### src/rtl/mips_pkg.sv
// ---------------------------------------------------------------------------
// mips_pkg
//   Shared definitions for the MIPS-32 fetch/decode slice:
//     - opcode localparams for the supported instruction subset
//     - LEGAL_OPS table used to build the legality match vector
//     - dec_t: the bundle of decoded fields held in the decode register
//     - is_zext_op(): opcodes whose 16-bit immediate is zero-extended
// ---------------------------------------------------------------------------
package mips_pkg;

    localparam logic [5:0] OP_RTYPE = 6'h00;
    localparam logic [5:0] OP_J     = 6'h02;
    localparam logic [5:0] OP_JAL   = 6'h03;
    localparam logic [5:0] OP_BEQ   = 6'h04;
    localparam logic [5:0] OP_BNE   = 6'h05;
    localparam logic [5:0] OP_ADDI  = 6'h08;
    localparam logic [5:0] OP_ADDIU = 6'h09;
    localparam logic [5:0] OP_SLTI  = 6'h0A;
    localparam logic [5:0] OP_ANDI  = 6'h0C;
    localparam logic [5:0] OP_ORI   = 6'h0D;
    localparam logic [5:0] OP_XORI  = 6'h0E;
    localparam logic [5:0] OP_LUI   = 6'h0F;
    localparam logic [5:0] OP_LW    = 6'h23;
    localparam logic [5:0] OP_SW    = 6'h2B;

    localparam int NUM_OPS = 14;

    // Every opcode this stage recognises; anything else decodes as illegal.
    localparam logic [NUM_OPS-1:0][5:0] LEGAL_OPS = {
        OP_RTYPE, OP_J,   OP_JAL,  OP_BEQ, OP_BNE, OP_ADDI, OP_ADDIU,
        OP_SLTI,  OP_ANDI, OP_ORI, OP_XORI, OP_LUI, OP_LW,  OP_SW
    };

    // Decoded view of one latched instruction.
    typedef struct packed {
        logic [31:0] d_pc;
        logic [31:0] d_inst;
        logic [5:0]  opcode;
        logic [4:0]  rs;
        logic [4:0]  rt;
        logic [4:0]  rd;
        logic [4:0]  shamt;
        logic [5:0]  funct;
        logic [31:0] imm_ext;
        logic [31:0] jtarget;
        logic        is_rtype;
        logic        is_jump;
        logic        is_itype;
        logic        illegal;
    } dec_t;

    // Logical-immediate ops treat the immediate as unsigned.
    function automatic logic is_zext_op(input logic [5:0] op);
        return (op == OP_ANDI) || (op == OP_ORI) || (op == OP_XORI);
    endfunction

endpackage

### src/rtl/mips_field_decode.sv
// ---------------------------------------------------------------------------
// mips_field_decode
//   Purely combinational field decoder for one MIPS-32 instruction word.
//   Ports:
//     inst      in  32  instruction word
//     pc        in  32  address the word was fetched from
//     pc_plus   out 32  pc + PC_STEP (sequential successor, mod 2^32)
//     opcode/rs/rt/rd/shamt/funct  out  raw instruction fields
//     imm_ext   out 32  zero-extended for ANDI/ORI/XORI, sign-extended otherwise
//     jtarget   out 32  {pc_plus[31:28], inst[25:0], 2'b00}
//     is_rtype/is_jump/is_itype/illegal  out  instruction class flags
// ---------------------------------------------------------------------------
module mips_field_decode
    import mips_pkg::*;
#(
    parameter int PC_STEP = 4
) (
    input  logic [31:0] inst,
    input  logic [31:0] pc,
    output logic [31:0] pc_plus,
    output logic [5:0]  opcode,
    output logic [4:0]  rs,
    output logic [4:0]  rt,
    output logic [4:0]  rd,
    output logic [4:0]  shamt,
    output logic [5:0]  funct,
    output logic [31:0] imm_ext,
    output logic [31:0] jtarget,
    output logic        is_rtype,
    output logic        is_jump,
    output logic        is_itype,
    output logic        illegal
);

    logic [NUM_OPS-1:0] op_hit;

    assign opcode = inst[31:26];
    assign rs     = inst[25:21];
    assign rt     = inst[20:16];
    assign rd     = inst[15:11];
    assign shamt  = inst[10:6];
    assign funct  = inst[5:0];

    // Natural 32-bit wrap: 32'hFFFF_FFFC + 4 -> 0.
    assign pc_plus = pc + 32'(PC_STEP);

    // Jump region comes from the successor of this instruction's own PC.
    assign jtarget = {pc_plus[31:28], inst[25:0], 2'b00};

    assign imm_ext = is_zext_op(opcode) ? {16'h0000, inst[15:0]}
                                        : {{16{inst[15]}}, inst[15:0]};

    // One comparator per supported opcode; legality is the OR of all hits.
    generate
        for (genvar gi = 0; gi < NUM_OPS; gi++) begin : g_op_match
            assign op_hit[gi] = (opcode == LEGAL_OPS[gi]);
        end
    endgenerate

    assign illegal  = ~|op_hit;
    assign is_rtype = (opcode == OP_RTYPE);
    assign is_jump  = (opcode == OP_J) || (opcode == OP_JAL);
    assign is_itype = ~illegal && ~is_rtype && ~is_jump;

endmodule

### src/rtl/fetch_mod.sv
// ---------------------------------------------------------------------------
// fetch_mod
//   MIPS-32 fetch/decode register stage. Owns the fetch PC and a register
//   of decoded fields presented to the execute stage one cycle after the
//   instruction is accepted.
//   Ports:
//     clk, rst            clock, synchronous active-high reset
//     inst, inst_valid    fetched word at address pc and its qualifier
//     stall               freeze PC and decode register
//     redir_valid/redir_pc  later-stage redirect; flushes d_valid
//     pc                  current fetch address
//     d_valid, d_pc, d_inst  latched instruction and its PC
//     opcode..funct, imm_ext, jtarget, is_rtype, is_jump, is_itype, illegal
//                         registered decoded fields
//   Edge priority: rst > redir_valid > stall > inst_valid.
// ---------------------------------------------------------------------------
module fetch_mod
    import mips_pkg::*;
#(
    parameter logic [31:0] RESET_PC = 32'h0000_0000,
    parameter int          PC_STEP  = 4
) (
    input  logic        clk,
    input  logic        rst,
    input  logic [31:0] inst,
    input  logic        inst_valid,
    input  logic        stall,
    input  logic        redir_valid,
    input  logic [31:0] redir_pc,
    output logic [31:0] pc,
    output logic        d_valid,
    output logic [31:0] d_pc,
    output logic [31:0] d_inst,
    output logic [5:0]  opcode,
    output logic [4:0]  rs,
    output logic [4:0]  rt,
    output logic [4:0]  rd,
    output logic [4:0]  shamt,
    output logic [5:0]  funct,
    output logic [31:0] imm_ext,
    output logic [31:0] jtarget,
    output logic        is_rtype,
    output logic        is_jump,
    output logic        is_itype,
    output logic        illegal
);

    logic [31:0] pc_reg;
    logic        d_valid_reg;
    dec_t        dec_reg;
    dec_t        dec_next;
    logic [31:0] pc_plus;

    mips_field_decode #(
        .PC_STEP (PC_STEP)
    ) u_decode (
        .inst     (inst),
        .pc       (pc_reg),
        .pc_plus  (pc_plus),
        .opcode   (dec_next.opcode),
        .rs       (dec_next.rs),
        .rt       (dec_next.rt),
        .rd       (dec_next.rd),
        .shamt    (dec_next.shamt),
        .funct    (dec_next.funct),
        .imm_ext  (dec_next.imm_ext),
        .jtarget  (dec_next.jtarget),
        .is_rtype (dec_next.is_rtype),
        .is_jump  (dec_next.is_jump),
        .is_itype (dec_next.is_itype),
        .illegal  (dec_next.illegal)
    );

    assign dec_next.d_pc   = pc_reg;
    assign dec_next.d_inst = inst;

    always_ff @(posedge clk) begin
        if (rst) begin
            pc_reg      <= RESET_PC;
            d_valid_reg <= 1'b0;
            dec_reg     <= '0;
        end else if (redir_valid) begin
            // Flush: the decoded fields stay put but are no longer valid.
            pc_reg      <= redir_pc;
            d_valid_reg <= 1'b0;
        end else if (stall) begin
            // Hold everything.
        end else if (inst_valid) begin
            dec_reg     <= dec_next;
            d_valid_reg <= 1'b1;
            // Illegal opcodes are not jumps, so they advance sequentially.
            pc_reg      <= dec_next.is_jump ? dec_next.jtarget : pc_plus;
        end else begin
            d_valid_reg <= 1'b0;
        end
    end

    assign pc       = pc_reg;
    assign d_valid  = d_valid_reg;
    assign d_pc     = dec_reg.d_pc;
    assign d_inst   = dec_reg.d_inst;
    assign opcode   = dec_reg.opcode;
    assign rs       = dec_reg.rs;
    assign rt       = dec_reg.rt;
    assign rd       = dec_reg.rd;
    assign shamt    = dec_reg.shamt;
    assign funct    = dec_reg.funct;
    assign imm_ext  = dec_reg.imm_ext;
    assign jtarget  = dec_reg.jtarget;
    assign is_rtype = dec_reg.is_rtype;
    assign is_jump  = dec_reg.is_jump;
    assign is_itype = dec_reg.is_itype;
    assign illegal  = dec_reg.illegal;

endmodule

### config.mk
export PLATFORM = sky130hd
export DESIGN_NAME = fetch_mod
export DESIGN_NICKNAME = d
export VERILOG_FILES = /design/src/rtl/mips_pkg.sv /design/src/rtl/mips_field_decode.sv /design/src/rtl/fetch_mod.sv
export SDC_FILE = /design/constraint.sdc
export NUM_CORES = 1
export LEC_CHECK = 0
export ABC_AREA = 1
export CAP_MARGIN = 20
export CORE_MARGIN = 2
export CORE_UTILIZATION = 54
export DETAILED_ROUTE_END_ITERATION = 16
export PLACE_DENSITY = 0.95
export SETUP_SLACK_MARGIN = 0.1
export SLEW_MARGIN = 15
export SYNTH_ARGS = -nofsm -noshare
export SYNTH_HDL_FRONTEND = slang
export SYNTH_HIERARCHICAL = 1
export SYNTH_SLANG_ARGS = --single-unit
### constraint.sdc
create_clock -name clk -period 2.75 [get_ports clk]
set_input_delay 0.55 -clock clk [delete_from_list [all_inputs] [get_ports clk]]
set_output_delay 0.55 -clock clk [all_outputs]
set_load 0.05 [all_outputs]
==> results.tsv, run 1 <==
stage	metric	value	unit
clock_tree	CTS tree	built	
timing	Final WS setup	0.354	ns
global_route	antenna violations before repair	0	
die	# IOs	266	
logic_synthesis	Post-Synthesis Cell Area	9650	um2
clock_tree	htree depth	4	
timing	Final setup viols	0	
placed_design	Final HPWL DP	21.3	mm
power	Worst VDD drop	0.000420	V
flow_run	number of max-cap violations	0	
logic_synthesis	top cells by area, synth	dfxtp_1, nor2_1, buf_4	
routing	routed length on met2	13.9	mm
worst_setup_path	CP required	2.20	ns
clock_tree	Clock transition at path regs	0.08	ns
worst_setup_path	crit path max fanout	6	
placed_design	gpl congestion	0.981	
timing	TNS Setup	0	ns
logic_synthesis	post-synthesis sequential area ratio	40.9	%
layout	final core occ	69.4	%
logic_synthesis	Synth Warn #	6	
worst_setup_path	CP Launch Type	register	
logic_synthesis	Yosys top cell by area	dfxtp_1	
die	total core area	17400	um2
timing	fmax	417	MHz
clock_tree	Post-CTS Setup Inserts	0	
global_route	aggregate global routing overflow	0	
timing	Fin. Hold Viols	0	
clock_tree	clock sinks	197	
clock_tree	hold buffers post-CTS	0	
power	leakage power	5.41	nW
layout	post-layout net count	1604	
logic_synthesis	post-synth cell types	29	
global_route	global-route wire length before repair	45.2	mm
worst_setup_path	R2R Path End	pc[28]	
worst_setup_path	CP delay by family, top	buffers and inverters	
hold_path	Hold Crit Class	register to register	
timing	skew final	0.00901	ns
hold_path	HP Start	opcode[1]	
worst_setup_path	sequence of cells on the critical path	clkdlybuf4s50_1	
clock_tree	Num CTS Buffers	17	
worst_setup_path	CP Capture Type	output port	
routing	via count	9225	
worst_setup_path	critical path's slowest cell	clkdlybuf4s50_1	
routing	drt pass-1 iters	6	
global_route	Total GRT Usage	31.0	%
layout	# diodes	0	
die	Die Y	138	um
die	die area	19000	um2
global_route	vias in the first global route	8728	
logic_synthesis	Yosys top cell area share	40.9	%
hold_path	hold endpoint	opcode[1]	
layout	Layout fillers	1377	
worst_setup_path	R2R Setup Slk	0.68	ns
layout	area grow syn2layout	25.3	%
worst_setup_path	worst-case reg-to-reg path depth	11	
timing	Slew Viols, Final	0	
die	Starting Density	55.4	%
logic_synthesis	Gate Count Post-Synth	1426	
logic_synthesis	Post-synth EDFFs	0	
clock_tree	Post-CTS Resized	0	
clock_tree	clk buf depth	2	
clock_tree	clock latency on the worst-skew pair	0.43	ns
worst_setup_path	WS Path Type	register to output port	
logic_synthesis	number of synthesized register bits	197	
worst_setup_path	Worst path max stage delay	0.88	ns
logic_synthesis	Post-synth top flop	dfxtp_1	
logic_synthesis	count leader, synth	nor2_1	
logic_synthesis	commonest cells in the netlist	nor2_1, nand2_1, dfxtp_1	
worst_setup_path	Worst EP arrival	1.85	ns
routing	met1 WL	11.7	mm
timing	RSZ-0062 raised after global routing	false	
routing	Routed WL per cell	16.7	um
die	Die W	138	um
timing	Relative slew margins	28.4	%
timing	Period minus WS final	2.40	ns
placed_design	pre-CTS WS	0.141	ns
power	PD cells	593	nW/um2
layout	Reg area	3940	um2
placed_design	port bufs	265	
routing	initial drt markers	765	
routing	Routed WL	29.7	mm
logic_synthesis	average instance area after synthesis	6.77	um2
outcome	status	finished, final reports clean	
routing	metal3 WL	2.70	mm
routing	DR vias/cell	5.21	
routing	DR top layer	met4	
routing	post-route ant nets	0	
die	Cell Rows	48	
timing	Tcrit/Tclk final	87.1	%
layout	layout cell share with drive strength beyond 1	4.98	%
hold_path	Hold Crit Depth	2	
logic_synthesis	Post-synth ARST share	0	%
timing	measured slew at the worst slew-check pin	1.07	ns
worst_setup_path	RR Startpoint	pc[2]	
worst_setup_path	CP Buf/Inv Count	1	
routing	DRC violations left	0	
global_route	pin count of the biggest net entering global routing	88	
clock_tree	root buf cell	clkbuf_16	
layout	area of the multi-input gates	4070	um2
## placed cells by master, fill, tap and decap left out, drive strengths merged
master and n:
clkinv 2, nor2b 1, nand3b 3, nand2 252, nor3 2, clkinvlp 1, buf 27, bufinv 1
conb 2, xnor2 5, inv 76, dfxtp 197, clkdlybuf4s50 265, a21oi 17, nand3 41, xor2 10
ha 1, clkbuf 22, o21ai 181, nor2 441
## how the worst max path moves through the flow
stage | startpoint | to | slack, ns | cells after the start
6_report | pc[17] | pc[17] | 0.35 | 1
5_1_grt | pc[4] | pc[4] | 0.31 | 1
4_1_cts | pc[17] | pc[17] | 0.35 | 1
3_5_place_dp | stall | d_inst[21] | 0.14 | 7
3_3_place_gp | stall | d_pc[0] | 0.18 | 7
2_1_floorplan | pc[3] | pc[28] | 1.07 | 13
## layer usage
layer  global-route usage [%]  vias to the layer above
li1                         -                     4509
met1                     36.9                     4193
met2                     50.8                      439
met3                     8.72                       84
met4                     16.2                        0
met5                        0                        -
## power by group
part	leakage (nW)	switching [W]	internal (W)
clock network	0.286	0.00118	0.00135
logic	3.51	0.00101	0.000500
registers	1.61	0.000126	0.00301
## cell type report
cell class | instances | share of cell area (%)
Timing Repair Buffer | 292 | 24.3
Inverter | 70 | 2.21
Clock inverter | 10 | 0.900
Multi-Input combinational cell | 956 | 33.7
Clock buffer | 22 | 3.92
Tap cell | 225 | 2.33
Sequential cell | 197 | 32.6
## through the flow
step	cells	cell area, um2	hold slack [ns]	total power [W]
floorplan	1427	9660	0.491	0.00425
global placement	1740	11500	0.477	0.00466
detailed placement	1740	11500	0.488	0.00469
CTS	1772	12100	0.515	0.00717
global route	1772	12100	0.533	0.00739
finish	1772	12100	0.514	0.00717
## cells by family after synthesis
logic type               share of synthesized area [%]
XOR/XNOR                                          1.36
adder cells (fa/ha/maj)                          0.130
buffers and inverters                             17.1
AND/OR/NAND/NOR                                   30.2
AO/OA/AOI/OAI                                     10.3
flip-flops                                        40.9
other                                           0.0388
Power figures use the tool's default switching activity.
==> run 2: changes to the inputs <==
Settings changed: CORE_UTILIZATION 54 to 50, PLACE_DENSITY 0.95 to 0.91.
Clock period 2.75 ns to 2.45 ns, I/O delays scaled along.
==> results.tsv, run 2 (synthesized netlist as in run 1, its figures left out) <==
stage	metric	value	unit	change
routing	DR top layer	met4		
worst_setup_path	critical path depth	1		unchanged
clock_tree	Post-CTS Resized	0		unchanged
routing	metal3 WL	3.09	mm	+14%
clock_tree	CTS tree	built		
routing	routed length on met2	14.0	mm	+0.63%
timing	Fin. Hold Viols	0		unchanged
die	total core area	18800	um2	+8.1%
routing	met1 WL	11.9	mm	+1.0%
timing	Relative slew margins	61.1	%	+33 points
clock_tree	clock latency on the worst-skew pair	0.44	ns	about the same
routing	post-route ant nets	0		unchanged
power	combinational power share	20.9	%	about the same
worst_setup_path	CP Buf/Inv Count	1		unchanged
timing	Final setup viols	0		unchanged
global_route	antenna violations before repair	0		unchanged
die	Cell Rows	50		+4.2%
clock_tree	clk buf depth	2		unchanged
placed_design	gpl congestion	0.977		-0.36%
timing	TNS Setup	0	ns	unchanged
worst_setup_path	worst-case reg-to-reg path depth	11		unchanged
clock_tree	root buf cell	clkbuf_16		
timing	Period minus WS final	2.30	ns	
clock_tree	Post-CTS Setup Inserts	0		unchanged
power	Clock power frac	35.9	%	+0.6 points
die	# IOs	266		unchanged
die	Starting Density	51.3	%	-4.2 points
layout	# diodes	0		unchanged
placed_design	pre-CTS WS	0.278	ns	+0.137 ns
global_route	global-route wire length before repair	46.3	mm	+2.4%
timing	Final WS setup	0.151	ns	-0.203 ns
worst_setup_path	CP Capture Type	output port		
global_route	aggregate global routing overflow	0		unchanged
timing	skew final	0.00924	ns	+0.000227 ns
timing	fmax	435	MHz	
timing	RSZ-0062 raised after global routing	false		
worst_setup_path	crit path max fanout	6		unchanged
die	Die W	143	um	+3.8%
layout	post-layout net count	1606		+0.12%
die	die area	20400	um2	+7.8%
flow_run	number of max-cap violations	0		unchanged
power	net switching power	0.00270	W	+17%
layout	most common cell after layout, fill and taps aside	nor2_1		
routing	drt pass-1 iters	6		unchanged
routing	DRC violations left	0		unchanged
routing	initial drt markers	737		-3.7%
clock_tree	clock sinks	197		unchanged
hold_path	Hold Crit Depth	2		unchanged
timing	Slew Viols, Final	0		unchanged
worst_setup_path	critical path's slowest cell	clkdlybuf4s50_1		
worst_setup_path	CP Launch Type	register		
worst_setup_path	CP required	1.96	ns	-0.24 ns
routing	DR vias/cell	5.19		-0.22%
power	Int Pwr	0.00544	W	+12%
clock_tree	htree depth	4		unchanged
placed_design	port bufs	265		unchanged
die	Die Y	143	um	+3.8%
worst_setup_path	CP delay by family, top	buffers and inverters		
routing	Routed WL	29.8	mm	+0.57%
power	leakage power	5.54	nW	+2.4%
worst_setup_path	Worst EP arrival	1.81	ns	-0.04 ns
power	switch share	33.2	%	+0.93 points
outcome	status	finished, final reports clean		
clock_tree	hold buffers post-CTS	0		unchanged
global_route	vias in the first global route	8593		-1.5%
power	PD cells	668	nW/um2	+13%
worst_setup_path	sequence of cells on the critical path	clkdlybuf4s50_1		
layout	Layout Cells excl Fill	1809		+2.1%
worst_setup_path	WS Path Type	register to output port		
routing	Routed WL per cell	16.5	um	-1.5%
layout	final core occ	64.7	%	-4.7 points
timing	measured slew at the worst slew-check pin	0.582	ns	-0.492 ns
placed_design	Final HPWL DP	21.1	mm	-0.56%
clock_tree	Num CTS Buffers	17		unchanged
global_route	pin count of the biggest net entering global routing	95		+8.0%
global_route	Total GRT Usage	29.0	%	-2.0 points
layout	area grow syn2layout	26.3	%	
power	Worst VDD drop	0.000502	V	+20%
clock_tree	Clock transition at path regs	0.08	ns	about the same
routing	via count	9397		+1.9%
worst_setup_path	Worst path max stage delay	0.87	ns	about the same
hold_path	Hold Crit Class	register to register		
layout	most frequent cells in the layout	nor2_1, clkdlybuf4s50_1, nand2_1		
placed_design	dpl cells	1777		+2.1%
power	Seq pwr share	43.2	%	-0.5 points
timing	Tcrit/Tclk final	93.8	%	
layout	layout cell share with drive strength beyond 1	5.23	%	+0.25 points
-- run 2: power by group through the flow --
stage	combinational [W]	clock (W)	sequential [W]
after floorplan	0.000733	0	0.00403
after CTS	0.00169	0.00297	0.00351
after global placement	0.00167	0	0.00358
final	0.00170	0.00292	0.00351
after detailed placement	0.00168	0	0.00358
after global routing	0.00180	0.00309	0.00353
-- run 2: path summary, 6_finish.rpt --
check,endpoint,slack (ns),start
setup / recovery,pc[9],0.15,pc[9]
hold / removal,imm_ext[30],0.51,imm_ext[30]
setup reg to reg,pc[28],0.34,pc[2]
hold reg to reg,imm_ext[30],0.51,imm_ext[30]
-- run 2: per-layer routing --
layer / global-route usage, % / vias to the layer above
met2: 47.4 / 472
met4: 10.9 / 0
met5: 0 / -
met3: 9.99 / 60
li1: - / 4509
met1: 35.2 / 4356
-- run 2: area by class of cell --
| type | count | area, um2 |
|---|---|---|
| Fill cell | 1574 | 6640 |
| Multi-Input combinational cell | 956 | 4070 |
| Sequential cell | 197 | 3940 |
| Timing Repair Buffer | 294 | 2960 |
| Clock buffer | 18 | 439 |
| Tap cell | 260 | 325 |
| Inverter | 70 | 268 |
| Clock inverter | 14 | 176 |
-- run 2: metrics by stage --
stage | power, W | hold WS, ns | cell area (um2)
4_1_cts | 0.00818 | 0.511 | 12200
6_report | 0.00814 | 0.514 | 12200
2_1_floorplan | 0.00477 | 0.491 | 9660
5_1_grt | 0.00842 | 0.533 | 12200
3_3_place_gp | 0.00524 | 0.477 | 11600
3_5_place_dp | 0.00527 | 0.492 | 11600
==> run 3: changes to the inputs <==
Settings changed: GPL_TIMING_DRIVEN set to 0.
==> results.tsv, run 3 (synthesized netlist as in run 1, its figures left out) <==
stage	metric	value	unit	change
worst_setup_path	Worst EP arrival	1.84	ns	+0.03 ns
placed_design	port bufs	264		-0.38%
worst_setup_path	R2R Path End	pc[28]		
layout	most common cell after layout, fill and taps aside	nor2_1		
global_route	met2 Track Usage GR	52.9	%	+5.4 points
global_route	Total GRT Usage	31.5	%	+2.5 points
routing	via count	10015		+6.6%
die	total core area	18800	um2	unchanged
power	Tot Pwr	0.00824	W	+1.3%
die	# IOs	266		unchanged
worst_setup_path	CP Capture Type	output port		
layout	post-layout net count	1780		+11%
global_route	met1 usage	36.9	%	+1.7 points
clock_tree	Num CTS Buffers	17		unchanged
hold_path	Hold Crit Depth	2		unchanged
outcome	status	finished, final reports clean		
clock_tree	Post-CTS Resized	16		+16
global_route	vias in the first global route	9424		+9.7%
layout	Layout fillers	1551		-1.5%
timing	RSZ-0062 raised after global routing	false		
hold_path	HP Start	rs[2]		
clock_tree	clk buf depth	2		unchanged
routing	DRC violations left	0		unchanged
layout	layout cell share with drive strength beyond 1	12.9	%	+7.7 points
worst_setup_path	sequence of cells on the critical path	buf_4, clkdlybuf4s50_1		
placed_design	Final HPWL DP	24.6	mm	+16%
worst_setup_path	WS Path Type	register to output port		
routing	initial drt markers	895		+21%
worst_setup_path	Worst path max stage delay	0.79	ns	-0.08 ns
timing	fmax	430	MHz	-1.2%
flow_run	number of max-cap violations	0		unchanged
global_route	met3 usage	8.82	%	-1.2 points
clock_tree	Clock transition at path regs	0.07	ns	about the same
timing	Period minus WS final	2.33	ns	+0.0268 ns
global_route	global-route wire length before repair	49.4	mm	+6.7%
clock_tree	CTS tree	built		
die	Die W	143	um	unchanged
timing	measured slew at the worst slew-check pin	0.639	ns	+0.0572 ns
timing	Final setup viols	0		unchanged
global_route	aggregate global routing overflow	0		unchanged
power	Worst VDD drop	0.000510	V	+1.5%
global_route	pin count of the biggest net entering global routing	20		-79%
worst_setup_path	crit path from	pc[8]		
layout	# diodes	0		unchanged
worst_setup_path	RR Startpoint	pc[2]		
global_route	gr busiest metal	met2		
timing	Tcrit/Tclk final	94.9	%	+1.1 points
layout	most frequent cells in the layout	nor2_1, nand2_1, clkdlybuf4s50_1		
die	Die Y	143	um	unchanged
clock_tree	htree depth	4		unchanged
timing	Slew Viols, Final	0		unchanged
clock_tree	clock sinks	197		unchanged
routing	drt pass-1 iters	5		-1
power	leakage power	6.29	nW	+14%
routing	Routed WL	32.7	mm	+9.5%
die	die area	20400	um2	unchanged
placed_design	gpl congestion	0.960		-1.7%
worst_setup_path	critical path's slowest cell	clkdlybuf4s50_1		
hold_path	Hold Crit Class	register to register		
layout	final core occ	70.2	%	+5.5 points
timing	Fin. Hold Viols	0		unchanged
global_route	antenna violations before repair	0		unchanged
die	Cell Rows	50		unchanged
routing	Routed WL per cell	16.5	um	about the same
hold_path	hold endpoint	rs[2]		
worst_setup_path	worst-case reg-to-reg path depth	12		+1
worst_setup_path	crit path max fanout	6		unchanged
layout	area grow syn2layout	36.9	%	
timing	Relative slew margins	57.4	%	-3.7 points
clock_tree	root buf cell	clkbuf_16		
worst_setup_path	CP Launch Type	register		
clock_tree	Post-CTS Setup Inserts	0		unchanged
routing	post-route ant nets	0		unchanged
worst_setup_path	CP required	1.96	ns	about the same
die	Starting Density	51.3	%	unchanged
clock_tree	clock latency on the worst-skew pair	0.45	ns	about the same
power	PD cells	624	nW/um2	-6.6%
timing	skew final	0.00993	ns	+0.000687 ns
routing	DR vias/cell	5.05		-2.8%
worst_setup_path	R2R Setup Slk	0.23	ns	-0.11 ns
clock_tree	hold buffers post-CTS	0		unchanged
## run 3: cell count changes in the layout (fill, tap and decap cells not counted), moves of 3 or more
| cell | change |
|---|---|
| buf_4 | +111 |
| buf_1 | +3 |
| buf_6 | +9 |
| buf_2 | +29 |
| buf_12 | -5 |
| clkdlybuf4s50_1 | -19 |
| dlygate4sd2_1 | +16 |
| clkbuf_1 | +30 |
## run 3: critical path, delay by kind of cell (launching register included)
| family | cells | cell delay (ns) |
|---|---|---|
| buffers and inverters | 2 | 0.94 |
| DFF | 1 | 0.46 |
## run 3: routing by layer
layer | vias to the layer above | routed length (um)
met5 | - | 0
met1 | 4550 | 12900
met2 | 503 | 15300
met4 | 0 | 1510
li1 | 4864 | -
met3 | 98 | 3010
## run 3: metrics by stage
step	TNS [ns]	cells	worst slack (ns)	instance area [um2]	hold WS (ns)
detailed placement	-3.10	1951	-0.190	12600	0.490
CTS	0	1983	0.103	13200	0.512
finish	0	1983	0.124	13200	0.511
floorplan	0	1427	0.769	9660	0.491
global route	0	1983	0.100	13200	0.535
global placement	-3.13	1951	-0.195	12600	0.477
## run 3: cell type report
type                       instances  area, um2  share of cell area, %
timing repair buffer             264       2650                   20.0
inverter                          70        265                   2.01
tap                              260        325                   2.46
buffer                           204       1390                   10.5
sequential                       197       3940                   29.8
clock buffer                      19        433                   3.28
clock inverter                    13        156                   1.18
multi-input combinational        956       4060                   30.7
## run 3: power by group
| part | internal, W | total [W] | switching, W |
|---|---|---|---|
| registers | 0.00338 | 0.00353 | 0.000151 |
| clock network | 0.00146 | 0.00285 | 0.00139 |
| logic | 0.000686 | 0.00187 | 0.00118 |
## run 3: how the worst max path moves through the flow
stage	endpoint	cells after the start
after global placement	imm_ext[31]	8
after global routing	pc[30]	2
final	pc[8]	2
after detailed placement	imm_ext[27]	8
after floorplan	pc[28]	13
after CTS	pc[16]	2
